--- src/rtl/crc24a_attach.sv ---
// crc24a_attach
//   Appends an LTE CRC-24A to a serial payload and feeds the result to the
//   turbo interleaver as one gapless K-bit block (payload then 24 parity
//   bits). The block follows the interleaver's idle -> start -> write order,
//   and the next block is held off until the interleaver reports done.
//
//   Handshake: a payload bit moves on a rising edge when in_ready is high.
//   If in_valid is high on that edge, in_data is taken. If in_valid is low,
//   a 0 is inserted in its place and err_underrun is set, so the block keeps
//   its length. While in_ready is low nothing is taken. In IDLE the DUT only
//   looks at in_valid & in_sof to start a frame. That first bit stays on the
//   inputs and is taken later, in GAP.
//
// Ports
//   clk, reset        rising-edge clock, asynchronous active-high reset
//   in_valid/in_data  serial payload bit
//   in_sof            first bit of a frame (only counts with in_valid)
//   block_size_in     0 = K_SMALL, 1 = K_LARGE, sampled together with in_sof
//   in_ready          high in a cycle where a payload bit is taken
//   ilv_done          interleaver done pulse (only used in WAIT_DONE)
//   CRC_start         one-cycle frame start
//   CRC_data          serial block bit, qualified by data_valid
//   CRC_END           pulse on the last parity bit when END_PULSE_EN = 1
//   block_size        size latched at frame start
//   data_valid        CRC_data carries a block bit
//   busy              state is not IDLE
//   err_underrun      sticky, a 0 was inserted for a missing bit
//   err_sof           sticky, in_sof seen on a payload bit after the first
//   dbg_state         current FSM state
module crc24a_attach #(
   parameter int unsigned K_SMALL      = 1056,
   parameter int unsigned K_LARGE      = 6144,
   parameter logic [23:0] POLY         = 24'h864CFB,
   parameter bit          END_PULSE_EN = 1'b0
) (
   input  logic       clk,
   input  logic       reset,
   input  logic       in_valid,
   input  logic       in_data,
   input  logic       in_sof,
   input  logic       block_size_in,
   output logic       in_ready,
   input  logic       ilv_done,
   output logic       CRC_start,
   output logic       CRC_data,
   output logic       CRC_END,
   output logic       block_size,
   output logic       data_valid,
   output logic       busy,
   output logic       err_underrun,
   output logic       err_sof,
   output logic [2:0] dbg_state
);

   typedef enum logic [2:0] {
      S_IDLE      = 3'd0,
      S_START     = 3'd1,
      S_GAP       = 3'd2,
      S_PAYLOAD   = 3'd3,
      S_PARITY    = 3'd4,
      S_WAIT_DONE = 3'd5
   } state_t;

   localparam logic [12:0] LAST_S = 13'(K_SMALL - 1);
   localparam logic [12:0] LAST_L = 13'(K_LARGE - 1);

   state_t      r_state, w_next_state;
   logic [12:0] r_cnt, w_cnt;      // index of the next block bit to load
   logic [23:0] r_crc, w_crc;
   logic        r_in_ready, w_in_ready;
   logic        r_crc_start, w_crc_start;
   logic        r_data, w_data;
   logic        r_end, w_end;
   logic        r_bsize, w_bsize;
   logic        r_valid, w_valid;
   logic        r_busy, w_busy;
   logic        r_err_under, w_err_under;
   logic        r_err_sof, w_err_sof;

   logic [12:0] w_last_idx;        // K-1 for the latched size
   logic [12:0] w_last_pay;        // K-25: index of the last payload bit
   logic        w_bit;             // a missing bit is replaced by 0
   logic        w_fb;
   logic [23:0] w_crc_upd;

   assign w_last_idx = r_bsize ? LAST_L : LAST_S;
   assign w_last_pay = w_last_idx - 13'd24;
   assign w_bit      = in_valid & in_data;
   assign w_fb       = r_crc[23] ^ w_bit;
   assign w_crc_upd  = {r_crc[22:0], 1'b0} ^ (w_fb ? POLY : 24'h000000);

   always_ff @(posedge clk or posedge reset) begin
      if (reset) r_state <= S_IDLE;
      else       r_state <= w_next_state;
   end

   // Each output register is loaded with the value it should show in the
   // next cycle, so every port comes straight from a flop.
   always_comb begin
      w_next_state = r_state;
      w_cnt        = r_cnt;
      w_crc        = r_crc;
      w_in_ready   = 1'b0;
      w_crc_start  = 1'b0;
      w_data       = 1'b0;
      w_valid      = 1'b0;
      w_end        = 1'b0;
      w_bsize      = r_bsize;
      w_err_under  = r_err_under;
      w_err_sof    = r_err_sof;
      case (r_state)
         S_IDLE: begin
            if (in_valid && in_sof) begin
               w_next_state = S_START;
               w_crc_start  = 1'b1;
               w_bsize      = block_size_in;
               w_err_under  = 1'b0;
               w_err_sof    = 1'b0;
               w_crc        = 24'h000000;
               w_cnt        = 13'd0;
            end
         end
         S_START: begin
            w_next_state = S_GAP;
            w_in_ready   = 1'b1;
         end
         S_GAP, S_PAYLOAD: begin
            // in_ready is high in both states, so a bit is taken every cycle.
            w_data  = w_bit;
            w_valid = 1'b1;
            w_crc   = w_crc_upd;
            w_cnt   = r_cnt + 13'd1;
            if (!in_valid) w_err_under = 1'b1;
            if (in_valid && in_sof && (r_cnt != 13'd0)) w_err_sof = 1'b1;
            if (r_cnt == w_last_pay) begin
               w_next_state = S_PARITY;
            end else begin
               w_next_state = S_PAYLOAD;
               w_in_ready   = 1'b1;
            end
         end
         S_PARITY: begin
            // The CRC register shifts out MSB first. The parity is final at
            // this point because the last payload bit was already folded in.
            w_data  = r_crc[23];
            w_valid = 1'b1;
            w_crc   = {r_crc[22:0], 1'b0};
            w_cnt   = r_cnt + 13'd1;
            if (r_cnt == w_last_idx) begin
               w_next_state = S_WAIT_DONE;
               w_end        = END_PULSE_EN;
            end
         end
         S_WAIT_DONE: begin
            if (ilv_done) w_next_state = S_IDLE;
         end
         default: w_next_state = S_IDLE;
      endcase
      w_busy = (w_next_state != S_IDLE);
   end

   always_ff @(posedge clk or posedge reset) begin
      if (reset) begin
         r_cnt       <= 13'd0;
         r_crc       <= 24'h000000;
         r_in_ready  <= 1'b0;
         r_crc_start <= 1'b0;
         r_data      <= 1'b0;
         r_end       <= 1'b0;
         r_bsize     <= 1'b0;
         r_valid     <= 1'b0;
         r_busy      <= 1'b0;
         r_err_under <= 1'b0;
         r_err_sof   <= 1'b0;
      end else begin
         r_cnt       <= w_cnt;
         r_crc       <= w_crc;
         r_in_ready  <= w_in_ready;
         r_crc_start <= w_crc_start;
         r_data      <= w_data;
         r_end       <= w_end;
         r_bsize     <= w_bsize;
         r_valid     <= w_valid;
         r_busy      <= w_busy;
         r_err_under <= w_err_under;
         r_err_sof   <= w_err_sof;
      end
   end

   assign in_ready     = r_in_ready;
   assign CRC_start    = r_crc_start;
   assign CRC_data     = r_data;
   assign CRC_END      = r_end;
   assign block_size   = r_bsize;
   assign data_valid   = r_valid;
   assign busy         = r_busy;
   assign err_underrun = r_err_under;
   assign err_sof      = r_err_sof;
   assign dbg_state    = r_state;

endmodule

--- config.mk ---
export PLATFORM = sky130hd
export DESIGN_NAME = crc24a_attach
export DESIGN_NICKNAME = d
export VERILOG_FILES = /design/src/rtl/crc24a_attach.sv
export SDC_FILE = /design/constraint.sdc
export NUM_CORES = 1
export LEC_CHECK = 0
export CAP_MARGIN = 20
export CORE_UTILIZATION = 51
export CTS_BUF_LIST = sky130_fd_sc_hd__clkbuf_16
export DETAILED_ROUTE_END_ITERATION = 16
export PLACE_DENSITY = 0.72
export SLEW_MARGIN = 20
export SYNTH_ARGS = -nofsm -noshare
export SYNTH_HDL_FRONTEND = slang
export SYNTH_SLANG_ARGS = --single-unit
--- constraint.sdc ---
create_clock -name clk -period 1.99 [get_ports clk]
set_input_delay 0.199 -clock clk [delete_from_list [all_inputs] [get_ports clk]]
set_output_delay 0.199 -clock clk [all_outputs]
set_load 0.005 [all_outputs]
**Word level (Yosys, flattened, before mapping)**

Index checks and enable logic that the tools add are counted.

- Add/sub/neg operators: 2
- Equality and inequality tests: 10
- Multiplexer cells: 22
- Bitwise operators: 3
- Reductions and logical operators: 15

Operator list:

| kind | count |
|---|---|
| 24-bit case mux with 3 select lines | 1 |
| 24-bit 2-to-1 mux | 2 |
| 13-bit equality test | 2 |
| 13-bit 2-to-1 mux | 2 |
| 13-bit case mux with 2 select lines | 1 |
| 24-bit bitwise XOR | 1 |
| 3-bit case mux with 5 select lines | 1 |
| 13-bit by 1-bit adder with 13-bit output (second input constant) | 1 |
| 13-bit nonzero test | 1 |
| 13-bit by 5-bit subtractor with 13-bit output (second input constant) | 1 |
| 3-bit 2-to-1 mux | 4 |
| 1-bit case mux with 2 select lines | 4 |
| 1-bit 2-to-1 mux | 7 |
| 3-bit by 2-bit equality test with 1-bit output (second input constant) | 2 |
| 3-bit equality test (second input constant) | 2 |
| 2-bit inequality test (second input constant) | 3 |
| 2-bit AND reduction | 3 |
| 3-bit AND reduction | 2 |
| 3-bit nonzero test | 2 |
| 2-bit nonzero test | 2 |
| 3-bit by 1-bit equality test with 1-bit output (second input constant) | 1 |
| 3-bit zero test | 1 |
| 3-bit OR reduction | 1 |
| 1-bit logical AND | 2 |
| 3 further kinds | 3 |

- Register bits after elaboration: 48
- Input bits: 7
- Output and inout bits: 12
- Word-level logic and storage cells: 63

**Depth between registers and ports, before layout**

Gate-level depths: netlist of the first run.

- Depth in word-level cells: 6
- Gate-level depth with buffers: 7
- Mapped depth without buffers: 5

**Least setup slack after synthesis of the first run**

No wires, ideal clock.

- Kind: register -> register
- Start: register r_cnt[8]
- End: register r_busy, in the netlist busy
- Library setup time: 0.090 ns
- Data arrival time: 1.755 ns
- Data required time: 1.900 ns
- Path slack: 0.145 ns
- Cell stages (with the launch flop): 5
- Path buffers: 0
- Clock period less this slack: 1.845 ns
- Cells stage by stage: dfrtp_1 or4_4 or4_4 a211o_1 o2111ai_1

- Longest elaborated chain between the ends: 4
- Elaborated cells on any way between the ends: 6
- Classes of those cells: eq/ne (2); mux (3); reduce/logical (1)

RTL lines:

| item | RTL line | text |
|---|---|---|
| from (decl) | 68 | `logic [12:0] r_cnt, w_cnt;` |
| from (signal assigned) | 176 | `r_cnt <= w_cnt;` |
| 13-bit equality test (on tied branches) | 149, 135 |  |
| 3-bit 2-to-1 mux (on tied branches) | 149, 135 |  |
| 3-bit case mux with 5 select lines (*) | 111 | `case (r_state)` |
| 3-bit nonzero test (*) | 159 | `w_busy = (w_next_state != S_IDLE);` |
| via w_busy | 76 | `logic r_busy, w_busy;` |
| to (signal assigned) | 184 | `r_busy <= w_busy;` |
| to (decl) | 76 |  |

The timed path passes the listed nets; every way through them passes the cells marked *.
A chain may end at the register's enable or synchronous reset.

**Final worst setup path of the first run**

- Start: register r_cnt[9]
- End: register r_state[0], in the netlist dbg_state[0]

- Longest elaborated chain between the ends: 3
- Elaborated cells on any way between the ends: 5
- Classes of those cells: eq/ne (2); mux (3)

RTL lines:

| item | RTL line | text |
|---|---|---|
| 13-bit equality test (on tied branches) | 149, 135 |  |
| 3-bit 2-to-1 mux (on tied branches) | 149, 135 |  |
| 3-bit case mux with 5 select lines (*) | 111 |  |
| via w_next_state[0] | 67 | `state_t r_state, w_next_state;` |
| to (signal assigned) | 94 | `else r_state <= w_next_state;` |
| to (decl) | 67 |  |

Marked as above.

==> results.json, run 1 <==
{
  "start_kind": "register",
  "vdd_drop_max_v": 0.000900,
  "crit_type": "reg2reg",
  "clkTransAtPathRegs_ns": 0.07,
  "cp_max_fo": 6,
  "antennaDiodeCount": 0,
  "grt_pass1_vias": 1473,
  "insertion_delay_ns": 0.29,
  "end_kind": "register",
  "post_cts_resize_count": 0,
  "final_antenna_net_count": 0,
  "rsz0062_at_grt": "no",
  "final_common_cell": "dfrtp_1",
  "synth_seq_cells": 48,
  "cts_buffers": 5,
  "synth_nets": 212,
  "place_area_mm2": 0.00245,
  "cts_hold_buf": 0,
  "dieWidth_um": 67.1,
  "synth.distinct_cells": 42,
  "postSynthAreaPerCell_um2": 10.7,
  "hold_viol": 0,
  "fillCellCount": 325,
  "vias_per_cell": 5.88,
  "syn_area_mm2": 0.00216,
  "drt-total-wl_mm": 4.24,
  "async_reset_ff_share_pct": 100,
  "grt_max_degree": 30,
  "holdCritPathClass": "in2async",
  "io_pins": 19,
  "rr_worst_depth": 4,
  "drv_slew": 0,
  "cts-htree-levels": 2,
  "yosys_warnings": 0,
  "fin_util_pct": 65.2,
  "vias": 1647,
  "syn_inst": 203,
  "synthTopCellsByArea": "dfrtp_1 (56%), a221o_1 (5.6%), a22o_1 (4.5%)",
  "leakagePower_nw": 1.17,
  "core_mm2": 0.00403,
  "fin_crit_sh_pct": 95.8,
  "grt_overflow_total": 0,
  "io_buffers": 17,
  "nNetsFinal": 238,
  "max_freq_mhz": 525,
  "synth_edf_count": 0,
  "cap_viol_max_count": 0,
  "fin_area_mm2": 0.00263,
  "dieArea_mm2": 0.00451,
  "floorplan.rows": 23,
  "die_h_um": 67.1,
  "synthFlopType": "dfrtp_1",
  "grt_usage_pct": 21.5,
  "total_power_mw": 2.85,
  "cts_root_buffer": "clkbuf_16",
  "wl_met3_um": 147,
  "setup_viol": 0,
  "power_density_mw_per_mm2": 1080,
  "antenna_found_initial": 0,
  "finClkSkew_ns": 0.00879,
  "dpl.hpwl_mm": 2.96,
  "status": "complete, no violations",
  "drt_iter0_drc": 89,
  "initial_core_util_pct": 53.7,
  "yosysTopAreaCell": "dfrtp_1",
  "setup_tns_ns": 0,
  "area.growth.synth_to_final_pct": 21.3,
  "wl_met1_mm": 2.04,
  "clockBufferDepth": 2,
  "worstPathRequired_ns": 2.14,
  "synth.top_cell.area_share_pct": 55.5,
  "avgRoutedWirePerCell_um": 15.2,
  "place.gp.congestion": 0.871,
  "most-common-layout-cells": "dfrtp_1 (48), nor2_1 (24), nand2_1 (21), clkdlybuf4s50_1 (17), a221o_1 (12)",
  "drive_gt1_share_pct": 12.2,
  "first_pass_iters": 4,
  "met2_length_mm": 1.98,
  "post-route-drc-count": 0,
  "cts_tree": "done",
  "clock-sinks": 48,
  "arrival_ns": 2.05,
  "grt_pass1_wl_mm": 7.02,
  "cts_setup_buffers": 0,
  "top_layer_used": "met4",
  "min_period_ns": 1.91,
  "ys_seq_area_share_pct": 55.5
}
==> registers in the layout, indices dropped and copies added, names as in the netlist <==
register	count
CRC_data	1
err_underrun	1
CRC_start	1
block_size	1
busy	1
err_sof	1
dbg_state	3
in_ready	1
r_cnt	13
data_valid	1
r_crc	24
==> worst paths after layout <==
kind | startpoint | endpoint | slack, ns
worst max-delay path | r_cnt[9] | dbg_state[0] | 0.08
worst min-delay path | reset | CRC_data | 0.24
worst max register to register | r_cnt[9] | dbg_state[0] | 0.08
worst min register to register | r_crc[20] | r_crc[21] | 0.48
max in group asynchronous | reset | r_crc[0] | 1.26
min in group clk | block_size_in | block_size | 0.46
==> Yosys cell counts, types with 2 or more instances <==
cell type,n
dfrtp_1,48
nor2_1,24
nand2_1,21
a221o_1,12
a22o_1,11
a21oi_1,9
clkbuf_1,6
inv_1,6
nand3_1,5
o21ai_0,5
xor2_1,5
nand4_1,4
o31ai_1,4
a211oi_1,3
buf_2,3
or3_1,3
a211o_1,2
and2_1,2
and3_1,2
ha_1,2
nand2b_1,2
o211ai_1,2
or4_1,2
or4_4,2
==> metal layers <==
| layer | vias to the layer above | track usage [%] |
|---|---|---|
| met3 | 9 | 4.39 |
| met4 | 0 | 9.31 |
| met2 | 36 | 31.0 |
| li1 | 796 | - |
| met1 | 806 | 31.3 |
| met5 | - | 0 |
==> cell type report <==
class,count,area (um^2),area share [%]
clock buffer,5,125,4.77
inverter,6,22.5,0.858
tap,50,62.6,2.38
timing repair buffer,29,273,10.4
clock inverter,3,46.3,1.76
multi-input combinational,139,895,34.1
sequential,48,1200,45.8
==> worst max-delay path: stages, from the launching register on <==
cell and delay, ns:
dfrtp_1 0.42, or4_4 0.52, or4_4 0.43, a21oi_1 0.27, o211ai_1 0.12
==> stage by stage <==
stage	hold slack [ns]	cells	worst slack [ns]
floorplan	0.304	203	0.145
global placement	0.468	272	0.148
detailed placement	0.476	272	0.105
CTS	0.250	280	0.0944
global route	0.277	280	0.0237
finish	0.236	280	0.0843
==> power by group <==
part	leakage, nW	internal (mW)	total [mW]	switching [mW]
clock	0.0804	0.597	0.953	0.356
sequential	0.562	1.23	1.40	0.176
combinational	0.533	0.287	0.491	0.204
total	1.17	2.11	2.85	0.737
==> cell families (layout without fill, tap and decap cells) <==
group | count (synthesis) | after routing | share of synthesized area (%)
AND/OR/NAND/NOR | 77 | 77 | 18.3
AO/OA/AOI/OAI | 53 | 53 | 19.0
flip-flops | 48 | 48 | 55.5
buffers and inverters | 16 | 43 | 3.12
XOR/XNOR | 5 | 5 | 2.02
adder cells (fa/ha/maj) | 2 | 2 | 1.16
other | 1 | 1 | 0.173
multiplexers | 1 | 1 | 0.636
Power figures use the tool's default switching activity.
==> run 2: changes to the inputs <==
Settings changed: CORE_MARGIN set to 2.
==> run 2 against run 1 <==
Net effect:
- cell count increased by 0.36%
- register-to-register slack about the same
- sequential cell count stayed put
- setup slack worse by 0.014 ns
- maximum frequency down 0.75%
- critical endpoint unchanged
- highest routed layer unchanged
==> results.json, run 2 (synthesized netlist as in run 1, its figures left out) <==
{
  "holdCritPathClass": "in2async",
  "avgRoutedWirePerCell_um": 16.1,
  "core_mm2": 0.00403,
  "setup_viol": 0,
  "grt_max_degree": 26,
  "cts-htree-levels": 2,
  "io_pins": 19,
  "cp_num_buf_inv": 0,
  "drive_gt1_share_pct": 12.6,
  "status": "complete, no violations",
  "clkTransAtPathRegs_ns": 0.06,
  "regMostFlops": "r_crc",
  "cp.depth": 4,
  "crit_type": "reg2reg",
  "power_density_mw_per_mm2": 1090,
  "most-common-layout-cells": "dfrtp_1 (48), nor2_1 (24), nand2_1 (21), clkdlybuf4s50_1 (17), buf_4 (13)",
  "path_delay_family": "simple AND/OR/NAND/NOR gates",
  "path_cells": "or4_4 > or4_4 > a21oi_1 > o211ai_1",
  "fin_crit_sh_pct": 96.5,
  "nNetsFinal": 239,
  "cap_viol_max_count": 0,
  "finClkSkew_ns": 0.00536,
  "fillCellCount": 310,
  "cts_buffers": 5,
  "place.gp.congestion": 0.915,
  "post_cts_resize_count": 0,
  "drv_slew": 0,
  "io_buffers": 17,
  "dpl.hpwl_mm": 3.07,
  "final_antenna_net_count": 0,
  "area.growth.synth_to_final_pct": 21.2,
  "dieWidth_um": 69.1,
  "initial_core_util_pct": 53.7,
  "post-route-drc-count": 0,
  "drt-total-wl_mm": 4.53,
  "max_freq_mhz": 521,
  "min_period_ns": 1.92,
  "crit_top_cell": "or4_4",
  "cp_max_fo": 6,
  "vias_per_cell": 6.00,
  "largest_reg_flops": 24,
  "cts_root_buffer": "clkbuf_16",
  "leakagePower_nw": 1.18,
  "rr_worst_depth": 4,
  "stdcell_count": 281,
  "cts_tree": "done",
  "antennaDiodeCount": 0,
  "setup_tns_ns": 0,
  "grt_usage_pct": 20.2,
  "die_h_um": 69.1,
  "start_kind": "register",
  "floorplan.rows": 23,
  "hold_viol": 0,
  "drt_iter0_drc": 113,
  "rsz0062_at_grt": "no",
  "slowest_delay_ns": 0.53,
  "vdd_drop_max_v": 0.000548,
  "arrival_ns": 2.07,
  "antenna_found_initial": 0,
  "cts_hold_buf": 0,
  "grt_overflow_total": 0,
  "insertion_delay_ns": 0.29,
  "dieArea_mm2": 0.00478,
  "end_kind": "register",
  "vias": 1687,
  "dp_cells": 273,
  "final_common_cell": "dfrtp_1",
  "critPathSlowestCell": "or4_4",
  "first_pass_iters": 4,
  "worstPathRequired_ns": 2.14,
  "grt_pass1_vias": 1626,
  "clockBufferDepth": 2,
  "grt_pass1_wl_mm": 7.78,
  "cts_setup_buffers": 0,
  "clock-sinks": 48
}
==> run 2: power breakdown <==
group	total (mW)	leakage [nW]	internal (mW)	switching (mW)
Combinational	0.496	0.533	0.286	0.210
Clock	0.956	0.0840	0.596	0.360
Sequential	1.41	0.562	1.23	0.178
==> run 2: final timing paths <==
check                                    end          start  slack (ns)
worst max-delay path            dbg_state[0]       r_cnt[9]        0.07
worst min-delay path               r_cnt[10]          reset        0.23
min in group clk                  block_size  block_size_in        0.45
worst max register to register  dbg_state[0]       r_cnt[9]        0.07
max in group asynchronous           r_crc[8]          reset        1.17
worst min register to register       err_sof        err_sof        0.48
==> run 2: metal layers <==
layer	wire (um)	part of all wire [%]	track usage, %	up-vias
met4	59	1.3	8.28	0
met1	2150	47	28.9	830
met5	0	0	0	-
li1	-	-	-	803
met3	211	4.7	4.53	7
met2	2110	47	30.0	47
==> run 2: cell type report <==
| type | count | area [um^2] | area share, % |
|---|---|---|---|
| sequential | 48 | 1200 | 45.8 |
| multi-input combinational | 139 | 895 | 34.1 |
| timing repair buffer | 30 | 268 | 10.2 |
| clock buffer | 5 | 125 | 4.77 |
| tap | 50 | 62.6 | 2.39 |
| clock inverter | 3 | 47.5 | 1.81 |
| inverter | 6 | 22.5 | 0.859 |
==> run 2: per-stage QoR <==
| stage | worst slack, ns | hold slack [ns] | instance area [um^2] | utilization (%) | total power [mW] |
|---|---|---|---|---|---|
| after global routing | 0.00474 | 0.256 | 2620 | 65.1 | 3.01 |
| final | 0.0698 | 0.230 | 2620 | 65.1 | 2.86 |
| after CTS | 0.0780 | 0.235 | 2620 | 65.1 | 2.89 |
| after global placement | 0.153 | 0.466 | 2450 | 60.8 | 1.87 |
| after floorplan | 0.145 | 0.304 | 2160 | - | 1.75 |
| after detailed placement | 0.0833 | 0.481 | 2450 | 60.8 | 1.91 |
==> run 3: changes to the inputs <==
Settings changed: CTS_CLUSTER_SIZE set to 14.
==> results of run 3 <==
The final DEF is identical to that of run 2; final timing and power are the same.
